**config.mk**
```make
export PLATFORM = sky130hd
export DESIGN_NAME = threshold_ctrl
export DESIGN_NICKNAME = d
export VERILOG_FILES = /design/src/rtl/threshold_ctrl.sv
export SDC_FILE = /design/constraint.sdc
export NUM_CORES = 1
export LEC_CHECK = 0
export ABC_AREA = 1
export CORE_MARGIN = 3
export CORE_UTILIZATION = 60
export DETAILED_ROUTE_END_ITERATION = 10
export GPL_TIMING_DRIVEN = 0
export PLACE_DENSITY_LB_ADDON = 0.1
export SKIP_CTS_REPAIR_TIMING = 1
export SYNTH_ARGS = -nofsm -noshare
export SYNTH_HDL_FRONTEND = slang
export SYNTH_SLANG_ARGS = --single-unit
```
**constraint.sdc**
```tcl
create_clock -name i_clk -period 4.65 [get_ports i_clk]
set_input_delay 0.93 -clock i_clk [delete_from_list [all_inputs] [get_ports i_clk]]
set_output_delay 0.93 -clock i_clk [all_outputs]
set_load 0.05 [all_outputs]
```
**src/rtl/threshold_ctrl.sv**
```systemverilog
// threshold_ctrl: edge threshold for the Sobel magnitude compare, set by switches or by up/down buttons.
// Latency: switch change to o_threshold 3 cycles; raw button edge to o_threshold 2 + DEBOUNCE_CYCLES + 1 cycles.
// Backpressure: none; o_threshold is always valid and o_th_update pulses once for every value change.
// Ports:
//   i_clk, i_rst      system clock, synchronous active-high reset
//   i_switches        raw threshold switches (asynchronous), mapped to the threshold MSBs in switch mode
//   i_mode_sel        raw mode select: 0 = switch mode, 1 = button mode
//   i_btn_up/down     raw step buttons, active-high, with auto-repeat while held
//   i_btn_reset       raw button that reloads TH_RESET in either mode
//   o_threshold       current threshold (registered)
//   o_th_update       one-cycle strobe in the cycle o_threshold shows a new value
module threshold_ctrl #(
   parameter int TH_W            = 8,
   parameter int SW_W            = 4,
   parameter int TH_RESET        = 128,
   parameter int STEP            = 4,
   parameter int DEBOUNCE_CYCLES = 250000,
   parameter int REPEAT_CYCLES   = 25000000
) (
   input  logic            i_clk,
   input  logic            i_rst,
   input  logic [SW_W-1:0] i_switches,
   input  logic            i_mode_sel,
   input  logic            i_btn_up,
   input  logic            i_btn_down,
   input  logic            i_btn_reset,
   output logic [TH_W-1:0] o_threshold,
   output logic            o_th_update
);

   localparam int DB_W = $clog2(DEBOUNCE_CYCLES + 1);
   localparam int RC_W = $clog2(REPEAT_CYCLES + 1);
   localparam logic [DB_W-1:0] DB_LAST = DB_W'(DEBOUNCE_CYCLES - 1);
   localparam logic [RC_W-1:0] RC_LAST = RC_W'(REPEAT_CYCLES - 1);
   localparam logic [TH_W:0]   STEP_X  = (TH_W + 1)'(STEP);
   localparam logic [TH_W-1:0] TH_INIT = TH_W'(TH_RESET);

   // button lanes inside the debounce vectors
   localparam int B_UP  = 0;
   localparam int B_DN  = 1;
   localparam int B_RST = 2;

   localparam logic [1:0] ST_IDLE    = 2'd0;
   localparam logic [1:0] ST_HOLD_UP = 2'd1;
   localparam logic [1:0] ST_HOLD_DN = 2'd2;

   logic [SW_W-1:0] r_sw_s1, r_sw_s2;
   logic            r_mode_s1, r_mode_s2, r_mode_q;
   logic [2:0]      r_btn_s1, r_btn_s2;
   logic [2:0]      r_btn_stb, r_btn_stb_q;
   logic [DB_W-1:0] r_db_cnt [3];
   logic [TH_W-1:0] r_target_q;
   logic [1:0]      r_state;
   logic [RC_W-1:0] r_rpt_cnt;
   logic [TH_W-1:0] r_threshold;
   logic            r_th_update;

   logic [2:0]      w_press;
   logic [TH_W-1:0] w_target;
   logic [TH_W:0]   w_sum, w_diff;
   logic [TH_W-1:0] w_up_val, w_dn_val;
   logic [TH_W-1:0] w_th_nxt;
   logic [1:0]      w_state_nxt;
   logic [RC_W-1:0] w_rpt_nxt;

   // Synchronisers and per-button debounce: the stable level only follows the
   // synchronised level after it has differed for DEBOUNCE_CYCLES in a row.
   always_ff @(posedge i_clk) begin
      if (i_rst) begin
         r_sw_s1     <= '0;
         r_sw_s2     <= '0;
         r_mode_s1   <= 1'b0;
         r_mode_s2   <= 1'b0;
         r_btn_s1    <= '0;
         r_btn_s2    <= '0;
         r_btn_stb   <= '0;
         r_btn_stb_q <= '0;
         for (int i = 0; i < 3; i++) r_db_cnt[i] <= '0;
      end else begin
         r_sw_s1     <= i_switches;
         r_sw_s2     <= r_sw_s1;
         r_mode_s1   <= i_mode_sel;
         r_mode_s2   <= r_mode_s1;
         r_btn_s1    <= {i_btn_reset, i_btn_down, i_btn_up};
         r_btn_s2    <= r_btn_s1;
         r_btn_stb_q <= r_btn_stb;
         for (int i = 0; i < 3; i++) begin
            if (r_btn_s2[i] == r_btn_stb[i]) begin
               r_db_cnt[i] <= '0;
            end else if (r_db_cnt[i] == DB_LAST) begin
               r_db_cnt[i]  <= '0;
               r_btn_stb[i] <= r_btn_s2[i];
            end else begin
               r_db_cnt[i] <= r_db_cnt[i] + DB_W'(1);
            end
         end
      end
   end

   assign w_press  = r_btn_stb & ~r_btn_stb_q;
   assign w_target = TH_W'(r_sw_s2) << (TH_W - SW_W);

   // One extra bit carries overflow (up) or borrow (down) so the step saturates.
   assign w_sum    = {1'b0, r_threshold} + STEP_X;
   assign w_diff   = {1'b0, r_threshold} - STEP_X;
   assign w_up_val = w_sum[TH_W]  ? '1 : w_sum[TH_W-1:0];
   assign w_dn_val = w_diff[TH_W] ? '0 : w_diff[TH_W-1:0];

   always_comb begin
      w_th_nxt    = r_threshold;
      w_state_nxt = r_state;
      w_rpt_nxt   = r_rpt_cnt;
      if (w_press[B_RST]) begin
         w_th_nxt    = TH_INIT;
         w_state_nxt = ST_IDLE;
         w_rpt_nxt   = '0;
      end else if (r_mode_s2 != r_mode_q) begin
         // entering switch mode reloads from the switches; entering button mode keeps the value
         w_state_nxt = ST_IDLE;
         w_rpt_nxt   = '0;
         if (!r_mode_s2) w_th_nxt = w_target;
      end else if (!r_mode_s2) begin
         // only a switch movement reloads, so a btn_reset value survives until then
         w_state_nxt = ST_IDLE;
         w_rpt_nxt   = '0;
         if (w_target != r_target_q) w_th_nxt = w_target;
      end else begin
         case (r_state)
            ST_IDLE: begin
               if (w_press[B_UP] && !w_press[B_DN]) begin
                  w_th_nxt    = w_up_val;
                  w_state_nxt = ST_HOLD_UP;
                  w_rpt_nxt   = '0;
               end else if (w_press[B_DN] && !w_press[B_UP]) begin
                  w_th_nxt    = w_dn_val;
                  w_state_nxt = ST_HOLD_DN;
                  w_rpt_nxt   = '0;
               end
            end
            ST_HOLD_UP: begin
               if (!r_btn_stb[B_UP] || r_btn_stb[B_DN]) begin
                  w_state_nxt = ST_IDLE;
                  w_rpt_nxt   = '0;
               end else if (r_rpt_cnt == RC_LAST) begin
                  w_th_nxt  = w_up_val;
                  w_rpt_nxt = '0;
               end else begin
                  w_rpt_nxt = r_rpt_cnt + RC_W'(1);
               end
            end
            ST_HOLD_DN: begin
               if (!r_btn_stb[B_DN] || r_btn_stb[B_UP]) begin
                  w_state_nxt = ST_IDLE;
                  w_rpt_nxt   = '0;
               end else if (r_rpt_cnt == RC_LAST) begin
                  w_th_nxt  = w_dn_val;
                  w_rpt_nxt = '0;
               end else begin
                  w_rpt_nxt = r_rpt_cnt + RC_W'(1);
               end
            end
            default: begin
               w_state_nxt = ST_IDLE;
               w_rpt_nxt   = '0;
            end
         endcase
      end
   end

   always_ff @(posedge i_clk) begin
      if (i_rst) begin
         r_threshold <= TH_INIT;
         r_th_update <= 1'b0;
         r_state     <= ST_IDLE;
         r_rpt_cnt   <= '0;
         r_mode_q    <= 1'b0;
         r_target_q  <= '0;
      end else begin
         r_threshold <= w_th_nxt;
         // strobe only on a real value change, so saturated or equal reloads stay silent
         r_th_update <= (w_th_nxt != r_threshold);
         r_state     <= w_state_nxt;
         r_rpt_cnt   <= w_rpt_nxt;
         r_mode_q    <= r_mode_s2;
         r_target_q  <= w_target;
      end
   end

   assign o_threshold = r_threshold;
   assign o_th_update = r_th_update;

endmodule
```
# [Yosys cells after proc, flatten, opt, wreduce, memory -nomap -nowiden]
# Memory sizes are Yosys's and may differ from the RTL's.
# Index checks and enable logic that the tools add are counted.
[word_totals] mem_bits_rw=54 memories=1 ff_bits=67 input_bits=10
[mem_list] memory="r_db_cnt" words=3 word_bits=18 rd=3 rd_clocked_by_memory_dff=0 wr=3 line="51" source="logic [DB_W-1:0] r_db_cnt [3];"
[classes] n_reduce_logical=14 n_bitwise=15 n_eq_ne=15 n_mux=69 add_sub_neg=6
[ops] cell="$mux W18" count=9
[ops] cell="$mux W25" count=5
[ops] cell="$mux W8" count=13
[ops] cell="$pmux W25 S3" count=1
[ops] cell="$add A18 B1 Y18 const B" count=3
[ops] cell="$eq A18 B18 Y1 const B" count=3
[ops] cell="$mux W1" count=35
[ops] cell="$add A25 B1 Y25 const B" count=1
[ops] cell="$eq A25 B25 Y1 const B" count=1
[ops] cell="$pmux W8 S3" count=1
[ops] cell="$ne A8 B8 Y1" count=2
[ops] cell="$add A8 B3 Y9 const B" count=1
[ops] cell="$or A1 B1 Y1" count=9
[ops] cell="$sub A8 B3 Y9 const B" count=1
[ops] cell="$mux W2" count=4
[ops] cell="$pmux W2 S3" count=1
[ops] cell="$reduce_and A2 Y1" count=3
[ops] cell="$logic_not A1 Y1" count=4
[ops] cell="$ne A2 B2 Y1 const B" count=2
[ops] cell="$not A1 Y1" count=4
[ops] cell="$reduce_or A4 Y1" count=1
[ops] cell="$and A3 B3 Y3" count=1
[ops] cell="$eq A1 B1 Y1" count=3
[ops] cell="$ne A3 B3 Y1 const B" count=1
[ops] cell="other kinds (8)" count=10

# [Depth between registers and ports, before layout]
[depth] ltp_word=11 mapped_depth=21 depth_no_buf=20

# [Worst setup path after synthesis]
# OpenSTA, ideal clock, no wires.
[synth_timing] kind="register to register" from="reg r_threshold[2], in the netlist o_threshold[2]" to="reg r_th_update, in the netlist o_th_update" setup_slack_ns=2.142 synth_period_minus_slack_ns=2.508 path_stages_with_launch=20 t_arrival_ns=2.381 path_buffers=1 setup_time_ns=0.128 path_cell_list="dfxtp_1 -> clkbuf_1 -> inv_1 -> ha_1 -> nand2_1 -> nor2_1 -> nand2_1 -> inv_1 -> nand3_1 -> nand3_1 -> nand3_1 -> nand2_1 -> nand2_1 -> nand2_1 -> nand2_1 -> nand2_1 -> nor2_1 -> nand2_1 -> nor2_1 -> nor2_1"
[synth_via] elab_chain_len=9 elab_cells_between_ends=17 cone_classes="add/sub: 2; eq/ne: 1; mux: 14"
[synth_lines] element="start: declaration" line="55" source="logic [TH_W-1:0] r_threshold;"
[synth_lines] element="start signal: assignment" line="179" source="r_threshold <= w_th_nxt;"
[synth_lines] element="$sub A8 B3 Y9 or $add A8 B3 Y9 (tied branches)" line="105, 104"
[synth_lines] element="$mux W8, on equally long branches" line="107, 106"
[synth_lines] element="$mux W8, on equally long branches" line="155, 134, 144"
[synth_lines] element="$mux W8, on equally long branches" line="152, 130, 141"
[synth_lines] element="$pmux W8 S3" line="128" source="case (r_state)"
[synth_lines] element="$mux W8" line="122" source="end else if (!r_mode_s2) begin"
[synth_lines] element="$mux W8" line="117" source="end else if (r_mode_s2 != r_mode_q) begin"
[synth_lines] element="$mux W8" line="113" source="if (w_press[B_RST]) begin"
[synth_lines] element="$ne A8 B8 Y1 *" line="181" source="r_th_update <= (w_th_nxt != r_threshold);"
[synth_lines] element="end signal: assignment" line="181"
[synth_lines] element="end: declaration" line="56" source="logic r_th_update;"
# Every way passes the cells marked *; elsewhere a longest branch is shown, timed or not.
# A chain may end at the register's enable or synchronous reset.

# [Final worst setup path]
[layout_timing] from="reg r_threshold[3], in the netlist o_threshold[3]" to="out o_threshold[3]"
[layout_rtl] element="end: declaration" line="27" source="output logic [TH_W-1:0] o_threshold,"
# No word-level cell between the ends.

==> key figures <==
Outcome
  – Outcome: finished clean

Clock tree
  – CTS Sinks: 117
  – Clock Tree Buf Depth: 2
  – Total CTS buffers: 17
  – CTS tree: built
  – H-tree Lvls: 4
  – Clock transition at path regs: 50 ps
  – Root cell of the clock tree: clkbuf_8
  – Clk_lat worst skew: 520 ps

Timing
  – Final hold viol count: 0
  – Worst slew margin: 63.6%
  – Max-slew violation count: 0
  – Worst-Margin Slew: 545 ps
  – Unrepaired setup endpoints after global routing: false
  – Fin Setup TNS: 0 ps
  – Max Freq: 0.351 GHz
  – Tcrit/Tclk final: 61.3%
  – Hold_ws: 402 ps
  – Worst clock skew: 8.95 ps
  – Final setup fails: 0
  – Shortest period the worst path allows: 2850 ps

Drt
  – WL final: 13600 um
  – Routed len/inst: 12.4 um
  – 1st-iter DRT viols: 489
  – Final ANT Viol Nets: 0
  – Via count: 5752
  – # DRC: 0
  – Drt pass-1 iters: 5
  – Drt via density: 5.26

Yosys
  – Top_reg_cell synth: dfxtp_1
  – Synth Area in Compound Gates: 10.2%
  – Netlist cell types: 44
  – Netlist Area Pre-Place: 6510 um2
  – Post-synth EDFFs: 54
  – Mapped Cells: 856
  – Average cell area after synthesis: 7.60 um2
  – Combinational family with the most area after synthesis: simple AND/OR/NAND/NOR gates
  – Mux share of post-synthesis cell area: 0%
  – Syn. warnings: 0
  – Seq/Total Area, Yosys: 44.3%
  – Simple-gate share of the synthesized area: 31.6%
  – FFs w/ async S/R, synth: 0%
  – Register bit count reported by yosys: 117
  – Adder-cell share of the synthesized area: 2.31%
  – Synth Area in XOR/XNOR: 3.10%

Finish
  – Layout cells sized above 1: 8.35%
  – Layout Nets: 967
  – Most frequent cells in the layout: nand2_1 (172), inv_1 (127), nor2_1 (112)
  – Synthesis-to-finish area growth: 17.8%
  – Inserted Diodes: 0
  – Commonest non-fill, non-tap cell in the layout: nand2_1

Global routing
  – GRT Overall Usage: 24.4%
  – Vias in the first global route: 5678
  – First-pass GRT wire length: 23700 um
  – Largest net degree at the start of global routing: 17
  – Initial antenna violation count: 0
  – Grt total ovfl: 0

Place
  – DPL Wire Length: 9760 um
  – GPL Wtd Cong: 0.921
  – Port Buffers: 17

Worst setup path
  – WP buf/inv: 1
  – R2r worst-path depth: 17
  – Flop-to-flop setup slack: 1950 ps
  – Critical-path cell with the highest stage delay: clkdlybuf4s50_1
  – CP delay by family, top: buffers and inverters
  – Crit. End Element: output pin
  – Capturing point of the worst reg2reg path: r_rpt_cnt[23]
  – Worst Path Arrival: 1920 ps
  – Worst endpoint required time: 3720 ps
  – Worst reg2reg path startpoint: r_btn_stb[1]
  – CP cell instances: clkdlybuf4s50_1
  – CP startpoint kind: register
  – Max incr delay on CP: 880 ps
  – Crit path launch: o_threshold[3]
  – Critical-path maximum fanout: 9
  – Critical path class: register to output pin

Die
  – Die span in y: 110 um
  – Die Footprint: 12100 um2
  – Die W: 110 um
  – Starting density of the core: 62.5%
  – Top Ports: 19
  – Core area: 10400 um2
  – Core Rows: 37

Job
  – MaxCap Viol Count: 0

Worst hold path
  – Worst Hold End: r_sw_s2[0]
  – Worst hold start: r_sw_s1[0]
  – Cell depth of the worst hold path: 2
  – Hold Crit Class: register to register

Pwr
  – Maximum VDD drop: 0.326 mV
  – Total power per unit cell area: 349 nW/um2
  – Leak pwr: 3.18 nW
[flip-flops by register name (all words and copies together), names as in the netlist]
name,flops
r_db_cnt,54
r_rpt_cnt,25
o_threshold,8
r_sw_s1,4
r_sw_s2,4
r_target_q,4
r_btn_s1,3
r_btn_s2,3
r_btn_stb,3
r_btn_stb_q,3
r_state,2
o_th_update,1
r_mode_q,1
r_mode_s1,1
r_mode_s2,1
[routing by layer]
metal,vias to the layer above,global-route usage (%),wire length (um)
met5,-,0,0
met1,2615,28.8,6000
li1,2947,-,-
met4,0,8.62,155
met3,16,6.70,672
met2,174,42.6,6730
[how the worst max path moves through the flow]
stage	cells past startpoint	endpoint	slack [ps]
final	1	o_threshold[3]	1800
after CTS	1	o_threshold[3]	1800
after floorplan	19	o_th_update	2140
after global placement	7	r_rpt_cnt[11]	1980
after detailed placement	7	r_rpt_cnt[11]	1940
after global routing	19	o_th_update	1700
[cells by family (layout without fill, tap and decap cells)]
logic type,after synthesis,after routing
other,1,54
AND/OR/NAND/NOR,437,437
flip-flops,117,117
XOR/XNOR,23,23
AO/OA/AOI/OAI,121,121
adder cells (fa/ha/maj),12,12
buffers and inverters,145,194
[layout make-up]
| cell class | instances | area, um2 |
|---|---|---|
| Multi-Input combinational cell | 647 | 3270 |
| Sequential cell | 117 | 2880 |
| Fill cell | 793 | 2750 |
| Clock buffer | 24 | 534 |
| Inverter | 132 | 495 |
| Timing Repair Buffer | 17 | 170 |
| Tap cell | 136 | 170 |
| Clock inverter | 8 | 87.6 |
| Buffer | 13 | 57.6 |
[metrics by stage]
stage	utilization (%)	std cells	setup slack (ps)	total power, mW	instance area, um2
2_1_floorplan	-	909	2140	1.30	6710
3_3_place_gp	67.7	1062	1980	1.35	7050
3_5_place_dp	67.7	1062	1940	1.36	7050
4_1_cts	73.6	1094	1800	2.69	7670
5_1_grt	73.6	1094	1700	2.77	7670
6_report	73.6	1094	1800	2.68	7670
[cell usage after synthesis (4+ instances only)]
master	n	area [um2]
nor3_1	27	135
nand2_2	10	62.6
a211oi_1	5	37.5
nor2_2	4	25.0
o21a_1	5	37.5
clkbuf_1	8	30.0
nor2_1	112	420
nand3_2	5	50.1
a21oi_1	60	300
o21ai_0	37	185
inv_1	127	477
buf_2	4	20.0
nor3b_1	9	67.6
inv_2	5	18.8
xnor2_1	5	43.8
xor2_1	18	158
ha_1	12	150
edfxtp_1	54	1620
nand4_1	12	75.1
nor4_1	8	50.1
nor3_2	9	90.1
o22ai_1	5	31.3
dfxtp_1	63	1260
nor2_4	6	67.6
nand3_1	53	265
nand2_1	172	646
[where the power goes]
group          switching (mW)  leakage (nW)  internal (mW)
sequential             0.0273          1.07           1.11
combinational           0.138          1.80         0.0688
clock                   0.439         0.311          0.894
Note: power is estimated with default switching activity, not from simulation.
